**src/rtl/depacketizer_pkg.sv**
```systemverilog
// Shared constants, state encoding and helpers for the depacketizer.
// Header layout: 48-symbol sync, 8-symbol mode field, 16-bit length, 40 pad symbols, payload.
package depacketizer_pkg;

    localparam logic [3:0] MODE_BPSK = 4'b0001;
    localparam logic [3:0] MODE_QPSK = 4'b0010;
    localparam logic [3:0] MODE_MIX  = 4'b0100;

    localparam int unsigned SYNC_LEN = 48;

    // Oldest symbol sits in the MSB: 16 symbols 0101..., then 32 symbols 1010...0
    localparam logic [SYNC_LEN-1:0] SYNC_PATTERN = 48'h5555_AAAA_AAAA;

    localparam logic [15:0] MODE_SYMS = 16'd8;
    localparam logic [15:0] LEN_SYMS  = 16'd16;
    localparam logic [15:0] PAD_SYMS  = 16'd40;
    localparam logic [15:0] MODE_LAST = MODE_SYMS - 16'd1;
    localparam logic [15:0] LEN_LAST  = LEN_SYMS - 16'd1;
    localparam logic [15:0] PAD_LAST  = PAD_SYMS - 16'd1;

    // Mode reference 1,0,1,0,1,0,1,0 with the first symbol in the MSB
    localparam logic [7:0] MODE_REF = 8'b1010_1010;

    typedef enum logic [2:0] {
        ST_HUNT,
        ST_MODE,
        ST_LEN,
        ST_PAD,
        ST_PLD
    } state_t;

    function automatic int unsigned popcount48(input logic [SYNC_LEN-1:0] v);
        int unsigned n;
        n = 0;
        for (int unsigned i = 0; i < SYNC_LEN; i++) begin
            if (v[i]) n++;
        end
        return n;
    endfunction

endpackage

```
**src/rtl/sync_correlator.sv**
```systemverilog
// 48-symbol sliding sync window with a combinational match pulse on the completing beat.
// DEPACKETIZER_SYNC_TOL_EN: accept up to SYNC_MAX_ERR mismatching symbols instead of an exact match.
module sync_correlator
    import depacketizer_pkg::*;
#(
    parameter int unsigned SYNC_MAX_ERR = 2
) (
    input  logic clk,
    input  logic rst,
    input  logic i_clear,
    input  logic i_shift,
    input  logic i_bit,
    output logic o_match
);

    logic [SYNC_LEN-1:0] r_window;
    logic [SYNC_LEN-1:0] w_next;
    logic                w_hit;

    assign w_next = {r_window[SYNC_LEN-2:0], i_bit};

    always_ff @(posedge clk) begin
        if (rst || i_clear) begin
            r_window <= '0;
        end else if (i_shift) begin
            r_window <= w_next;
        end
    end

`ifdef DEPACKETIZER_SYNC_TOL_EN
    assign w_hit = (popcount48(w_next ^ SYNC_PATTERN) <= SYNC_MAX_ERR);
`else
    logic [31:0] w_unused_max_err;
    assign w_unused_max_err = SYNC_MAX_ERR;
    assign w_hit = (w_next == SYNC_PATTERN);
`endif

    // Match is judged on the window including the incoming symbol
    assign o_match = i_shift && w_hit;

endmodule

```
**src/rtl/depacketizer.sv**
```systemverilog
// Symbol-stream depacketizer: pass-through in BPSK/QPSK, header-decoding FSM in MIX mode.
// Optional DEPACKETIZER_SYNC_TOL_EN enables tolerant sync detection in sync_correlator.
module depacketizer
    import depacketizer_pkg::*;
#(
    parameter int unsigned SYNC_MAX_ERR = 2
) (
    input  logic        clk,
    input  logic        rst,
    input  logic [3:0]  MODE_CTRL,
    input  logic [1:0]  in_tdata,
    input  logic        in_tvalid,
    output logic        in_tready,
    output logic [1:0]  out_tdata,
    output logic        out_tvalid,
    output logic        out_tlast,
    output logic        out_tuser,
    output logic        hdr_vld,
    output logic [15:0] payload_length,
    output logic        hdr_err,
    output logic        pkt_recv
);

    state_t      r_state, w_state_nxt;
    logic        w_mix, w_match, w_corr_clear, w_corr_shift;
    logic [15:0] r_cnt, r_symbs, r_payload_length;
    logic [15:0] w_len_word, w_len_symbs;
    logic [14:0] r_shift;
    logic        r_is_bpsk;
    int unsigned w_mode_diff;
    logic        w_set_mode, w_mode_bpsk, w_len_done, w_hdr_ok, w_hdr_err, w_pld_last;
    logic [1:0]  r_out_tdata;
    logic        r_out_tvalid, r_out_tlast, r_out_tuser;
    logic        r_hdr_vld, r_hdr_err, r_pkt_recv;

    assign w_mix        = (MODE_CTRL == MODE_MIX);
    assign w_corr_shift = w_mix && (r_state == ST_HUNT) && in_tvalid;
    assign w_corr_clear = !w_mix || (r_state != ST_HUNT);
    assign w_len_word   = {r_shift, in_tdata[0]};
    assign w_len_symbs  = r_is_bpsk ? w_len_word : {1'b0, w_len_word[15:1]};
    assign w_mode_diff  = popcount48({40'd0, r_shift[6:0], in_tdata[0]} ^ {40'd0, MODE_REF});

    sync_correlator #(
        .SYNC_MAX_ERR(SYNC_MAX_ERR)
    ) u_sync (
        .clk     (clk),
        .rst     (rst),
        .i_clear (w_corr_clear),
        .i_shift (w_corr_shift),
        .i_bit   (in_tdata[0]),
        .o_match (w_match)
    );

    always_ff @(posedge clk) begin
        if (rst) r_state <= ST_HUNT;
        else     r_state <= w_state_nxt;
    end

    always_comb begin
        w_state_nxt = r_state;
        w_set_mode  = 1'b0;
        w_mode_bpsk = 1'b0;
        w_len_done  = 1'b0;
        w_hdr_ok    = 1'b0;
        w_hdr_err   = 1'b0;
        w_pld_last  = 1'b0;
        if (!w_mix) begin
            w_state_nxt = ST_HUNT;
        end else begin
            case (r_state)
                ST_HUNT: if (w_match) w_state_nxt = ST_MODE;
                ST_MODE: if (in_tvalid && r_cnt == MODE_LAST) begin
                    // >=6 agreements means <=2 differing symbols, and vice versa
                    if (w_mode_diff <= 32'd2) begin
                        w_state_nxt = ST_LEN;
                        w_set_mode  = 1'b1;
                        w_mode_bpsk = 1'b1;
                    end else if (w_mode_diff >= 32'd6) begin
                        w_state_nxt = ST_LEN;
                        w_set_mode  = 1'b1;
                    end else begin
                        w_state_nxt = ST_HUNT;
                        w_hdr_err   = 1'b1;
                    end
                end
                ST_LEN: if (in_tvalid && r_cnt == LEN_LAST) begin
                    w_len_done = 1'b1;
                    if (w_len_symbs == '0) begin
                        w_state_nxt = ST_HUNT;
                        w_hdr_err   = 1'b1;
                    end else begin
                        w_state_nxt = ST_PAD;
                        w_hdr_ok    = 1'b1;
                    end
                end
                ST_PAD: if (in_tvalid && r_cnt == PAD_LAST) w_state_nxt = ST_PLD;
                ST_PLD: if (in_tvalid && r_cnt == r_symbs - 16'd1) begin
                    w_state_nxt = ST_HUNT;
                    w_pld_last  = 1'b1;
                end
                default: w_state_nxt = ST_HUNT;
            endcase
        end
    end

    always_ff @(posedge clk) begin
        if (rst) begin
            r_cnt            <= '0;
            r_shift          <= '0;
            r_symbs          <= '0;
            r_is_bpsk        <= 1'b0;
            r_payload_length <= '0;
            r_out_tdata      <= '0;
            r_out_tvalid     <= 1'b0;
            r_out_tlast      <= 1'b0;
            r_out_tuser      <= 1'b1;
            r_hdr_vld        <= 1'b0;
            r_hdr_err        <= 1'b0;
            r_pkt_recv       <= 1'b0;
        end else if (!w_mix) begin
            r_cnt            <= '0;
            r_shift          <= '0;
            r_payload_length <= '0;
            r_out_tdata      <= in_tdata;
            r_out_tvalid     <= in_tvalid;
            r_out_tlast      <= 1'b0;
            r_out_tuser      <= (MODE_CTRL == MODE_BPSK);
            r_hdr_vld        <= 1'b0;
            r_hdr_err        <= 1'b0;
            r_pkt_recv       <= 1'b0;
        end else begin
            r_hdr_vld    <= w_hdr_ok;
            r_hdr_err    <= w_hdr_err;
            r_pkt_recv   <= r_out_tlast;
            r_out_tvalid <= 1'b0;
            r_out_tlast  <= 1'b0;
            // Counter restarts on every state change; payload run ends at r_symbs-1, so no wrap
            if (w_state_nxt != r_state)                r_cnt <= '0;
            else if (in_tvalid && r_state != ST_HUNT)  r_cnt <= r_cnt + 16'd1;
            if (in_tvalid)  r_shift          <= w_len_word[14:0];
            if (w_set_mode) r_is_bpsk        <= w_mode_bpsk;
            if (w_len_done) r_payload_length <= w_len_word;
            if (w_hdr_ok)   r_symbs          <= w_len_symbs;
            if (r_state == ST_PLD && in_tvalid) begin
                r_out_tdata  <= in_tdata;
                r_out_tvalid <= 1'b1;
                r_out_tuser  <= r_is_bpsk;
                r_out_tlast  <= w_pld_last;
            end
        end
    end

    assign in_tready      = ~rst;
    assign out_tdata      = r_out_tdata;
    assign out_tvalid     = r_out_tvalid;
    assign out_tlast      = r_out_tlast;
    assign out_tuser      = r_out_tuser;
    assign hdr_vld        = r_hdr_vld;
    assign payload_length = r_payload_length;
    assign hdr_err        = r_hdr_err;
    assign pkt_recv       = r_pkt_recv;

endmodule
```
**config.mk**
```make
export PLATFORM = sky130hd
export DESIGN_NAME = depacketizer
export DESIGN_NICKNAME = d
export VERILOG_FILES = /design/src/rtl/depacketizer_pkg.sv /design/src/rtl/sync_correlator.sv /design/src/rtl/depacketizer.sv
export SDC_FILE = /design/constraint.sdc
export NUM_CORES = 1
export LEC_CHECK = 0
export CAP_MARGIN = 20
export CORE_MARGIN = 10
export CORE_UTILIZATION = 50
export CTS_CLUSTER_DIAMETER = 120
export DETAILED_ROUTE_END_ITERATION = 8
export GPL_TIMING_DRIVEN = 0
export PLACE_DENSITY_LB_ADDON = 0.08
export SLEW_MARGIN = 20
export SYNTH_ARGS = -nofsm -noshare
export SYNTH_HDL_FRONTEND = slang
export SYNTH_SLANG_ARGS = --single-unit
```
**constraint.sdc**
```tcl
create_clock -name clk -period 13.9 [get_ports clk]
set_input_delay 1.39 -clock clk [delete_from_list [all_inputs] [get_ports clk]]
set_output_delay 1.39 -clock clk [all_outputs]
set_load 0.005 [all_outputs]
```
==> results of run 1 <==
==> path summary, 6_finish.rpt <==
kind	from	slack (ps)	endpoint	cells past startpoint
worst min register to register	u_sync.r_window[12]	460	u_sync.r_window[13]	2
worst min-delay path	u_sync.r_window[12]	460	u_sync.r_window[13]	2
worst max register to register	r_shift[0]	8530	hdr_err	21
worst max-delay path	in_tdata[0]	7070	hdr_err	21
==> power breakdown <==
| group | switching [uW] | internal, uW | leakage (uW) | total (uW) |
|---|---|---|---|---|
| sequential | 0.393 | 351 | 0.000983 | 351 |
| combinational | 19.6 | 14.8 | 0.00115 | 34.4 |
| clock | 157 | 310 | 0.000305 | 468 |
==> metrics by stage <==
step | hold WS [ps] | instance area, um^2 | setup slack (ps)
after floorplan | 436 | 6280 | 8330
after global placement | 448 | 6820 | 6930
after detailed placement | 456 | 6820 | 6760
after CTS | 465 | 7450 | 7180
after global routing | 484 | 7450 | 6840
final | 464 | 7450 | 7070
==> critical path, cell delays in order <==
cell,delay [ps]
clkdlybuf4s50_1,760
inv_1,240
ha_1,440
xnor2_1,380
o21a_1,160
ha_1,220
inv_1,90
nand2_1,70
o211a_1,190
ha_1,360
mux2_2,270
ha_1,290
a22o_1,240
or2_2,300
ha_1,230
nand2b_1,100
xnor2_1,140
xnor2_1,150
xnor2_1,180
mux4_2,380
o32ai_1,500
==> cell type report <==
class / instances / area [um^2] / share of cell area
clock buffers: 22 / 464 / 0.0623
clock inverters: 10 / 164 / 0.0220
well taps: 168 / 210 / 0.0282
flip-flops and latches: 122 / 2440 / 0.328
multi-input cells: 565 / 3610 / 0.485
repair buffers: 33 / 330 / 0.0443
inverters: 7 / 26.3 / 0.00353
plain buffers: 49 / 201 / 0.0270
==> registers in the layout, summed over array words and instances, names as in the netlist <==
signal           count
u_sync.r_window     47
payload_length      16
r_cnt               16
r_symbs             16
r_shift             15
r_state              3
out_tdata            2
hdr_err              1
hdr_vld              1
out_tlast            1
out_tuser            1
out_tvalid           1
pkt_recv             1
r_is_bpsk            1
==> routing by layer <==
layer | GRT usage | up-vias
met5 | 0 | -
met4 | 0.0729 | 0
met3 | 0.0412 | 21
met2 | 0.272 | 107
met1 | 0.218 | 2539
li1 | - | 2708
==> cells by family (layout without fill, tap and decap cells) <==
family / after synthesis / after routing / synth area share
xor+xnor: 50 / 50 / 0.0763
flops: 122 / 122 / 0.389
fa+ha+maj: 10 / 10 / 0.0199
compound gates: 117 / 117 / 0.119
simple gates: 336 / 336 / 0.275
buf+inv: 56 / 121 / 0.0363
mux: 52 / 52 / 0.0853
==> layout by cell type, fill, tap and decap left out, types with 7 or more instances in the layout <==
| master | Yosys | final |
|---|---|---|
| mux2i_1 | 49 | 49 |
| nand2b_1 | 11 | 11 |
| nor3_1 | 17 | 17 |
| clkbuf_1 | 37 | 40 |
| and3_1 | 10 | 10 |
| nor4bb_1 | 8 | 8 |
| clkbuf_16 | 0 | 17 |
| inv_1 | 7 | 7 |
| nor3_2 | 10 | 10 |
| nor2_1 | 77 | 77 |
| clkdlybuf4s50_1 | 0 | 33 |
| ha_1 | 10 | 10 |
| dfxtp_1 | 122 | 122 |
| xor2_1 | 22 | 22 |
| nand4_1 | 11 | 11 |
| a21oi_1 | 58 | 58 |
| xnor2_1 | 25 | 25 |
| nand3_1 | 15 | 15 |
| o21ai_0 | 9 | 9 |
| nor4_1 | 8 | 8 |
| a211oi_1 | 14 | 14 |
| nand2_1 | 126 | 126 |
==> impl_metrics.toml, run 1 <==
[timing]
max_clock_freq_mhz = 147
timing.setup.tns_ps = 0
min_period_ps = 6830
finalMaxSlewViolations = 0
fin_crit_sh = 0.491
rsz0062_at_grt = "false"
maxSlewHeadroom = 0.546
hold_viol = 0
clock_skew_ps = 6.83
tightest_slew_ps = 681
setup_violations = 0

[routing]
drt_wl_total_mm = 15.1
drt_iter0_drc = 374
drt-pass1-iter-count = 5
top_layer_used = "met4"
drc_errors = 0
wl_met3_um = 628
met2WireLength_mm = 7.03
wl_per_cell_um = 15.4
m1WireLength_mm = 7.14
viasPerCell = 5.51
vias = 5375
drtAntennaViolNets = 0

[floorplanning]
die_w_um = 132
initial_core_util = 0.516
core_region_area_um2 = 12200
die_y_um = 132
die_area_um2 = 17400
ios = 34
row_count = 40

[layout]
stdcell_count = 976
layout-drive-gt1-share = 0.0829
utilization = 0.612
area_growth_pct = 18.6
final_nets = 814
antenna_cells = 0
fillers = 1102

[synth]
yosysMostFrequentCell = "nand2_1"
synth.ff_latch_count = 122
synth_top_cell_by_area = "dfxtp_1"
seq_area_frac_synth = 0.389
syn_area_um2 = 6280
synth_cell_types = 71
synth_top_area_frac = 0.389
synthFlopType = "dfxtp_1"
syn_avg_cell_area_um2 = 8.45
synth_edf_count = 0
yosysWarnings = 0
synth_fp_nets = 762
synth_cells = 743
ys_async_sr_fraction = 0
yosys-top-cells-area = "dfxtp_1, mux2i_1, nand2_1"
synth_common_cells = "nand2_1, dfxtp_1, nor2_1, a21oi_1, mux2i_1"

[placed_design]
place_hpwl_mm = 11.0
gp_congestion = 0.876
dp_cells = 944
port_buffers = 33

[worst_setup_path]
crit_arrival_ps = 7080
critPathMaxFanout = 9
cp.required_ps = 14160
critPathLaunchType = "primary input"
path_class = "primary input to flop"
cp-end-kind = "flop"

[cts]
root_buffer = "clkbuf_16"
cts_sinks = 122
ctsHoldBuffers = 0
cts_resized = 0
htree_levels = 4
cts_tree = "yes"
postCtsSetupBuffers = 0
numCtsBuffers = 17
clkSlewWorstSetupHoldPaths_ps = 60
clk_latency_ps = 420
clockBufferDepth = 2

[run]
maxCapViolCount = 0

[pwr]
powerDensity_nw_per_um2 = 115
ir_worst_vdd_uv = 82.8
power.total_uw = 853
p_leak_uw = 0.00244

[global_route]
grt_max_degree = 17
grt_pass1_wl_mm = 25.2
grt_use_total = 0.172
antenna_found_initial = 0
overflow = 0
grt_pass1_vias = 5116

[status]
outcome = "complete, no violations"

[worst_hold_path]
hold_path_class = "flop to flop"
Note: power is estimated with default switching activity, not from simulation.
==> inputs of run 2 (changes only) <==
==> constraint.sdc (replaced) <==
create_clock -name clk -period 6.9 [get_ports clk]
set_input_delay 0.69 -clock clk [delete_from_list [all_inputs] [get_ports clk]]
set_output_delay 0.69 -clock clk [all_outputs]
set_load 0.005 [all_outputs]
==> results of run 2 <==
The final DEF is identical to that of run 1. Status: complete, no violations.
Among the figures that moved: setup slack after placement 6760 ps -> 458 ps; setup slack after layout 7070 ps -> 775 ps; register-to-register setup slack 8530 ps -> 1530 ps; total power 853 uW -> 1720 uW; worst IR drop on VDD 82.8 uV -> 167 uV
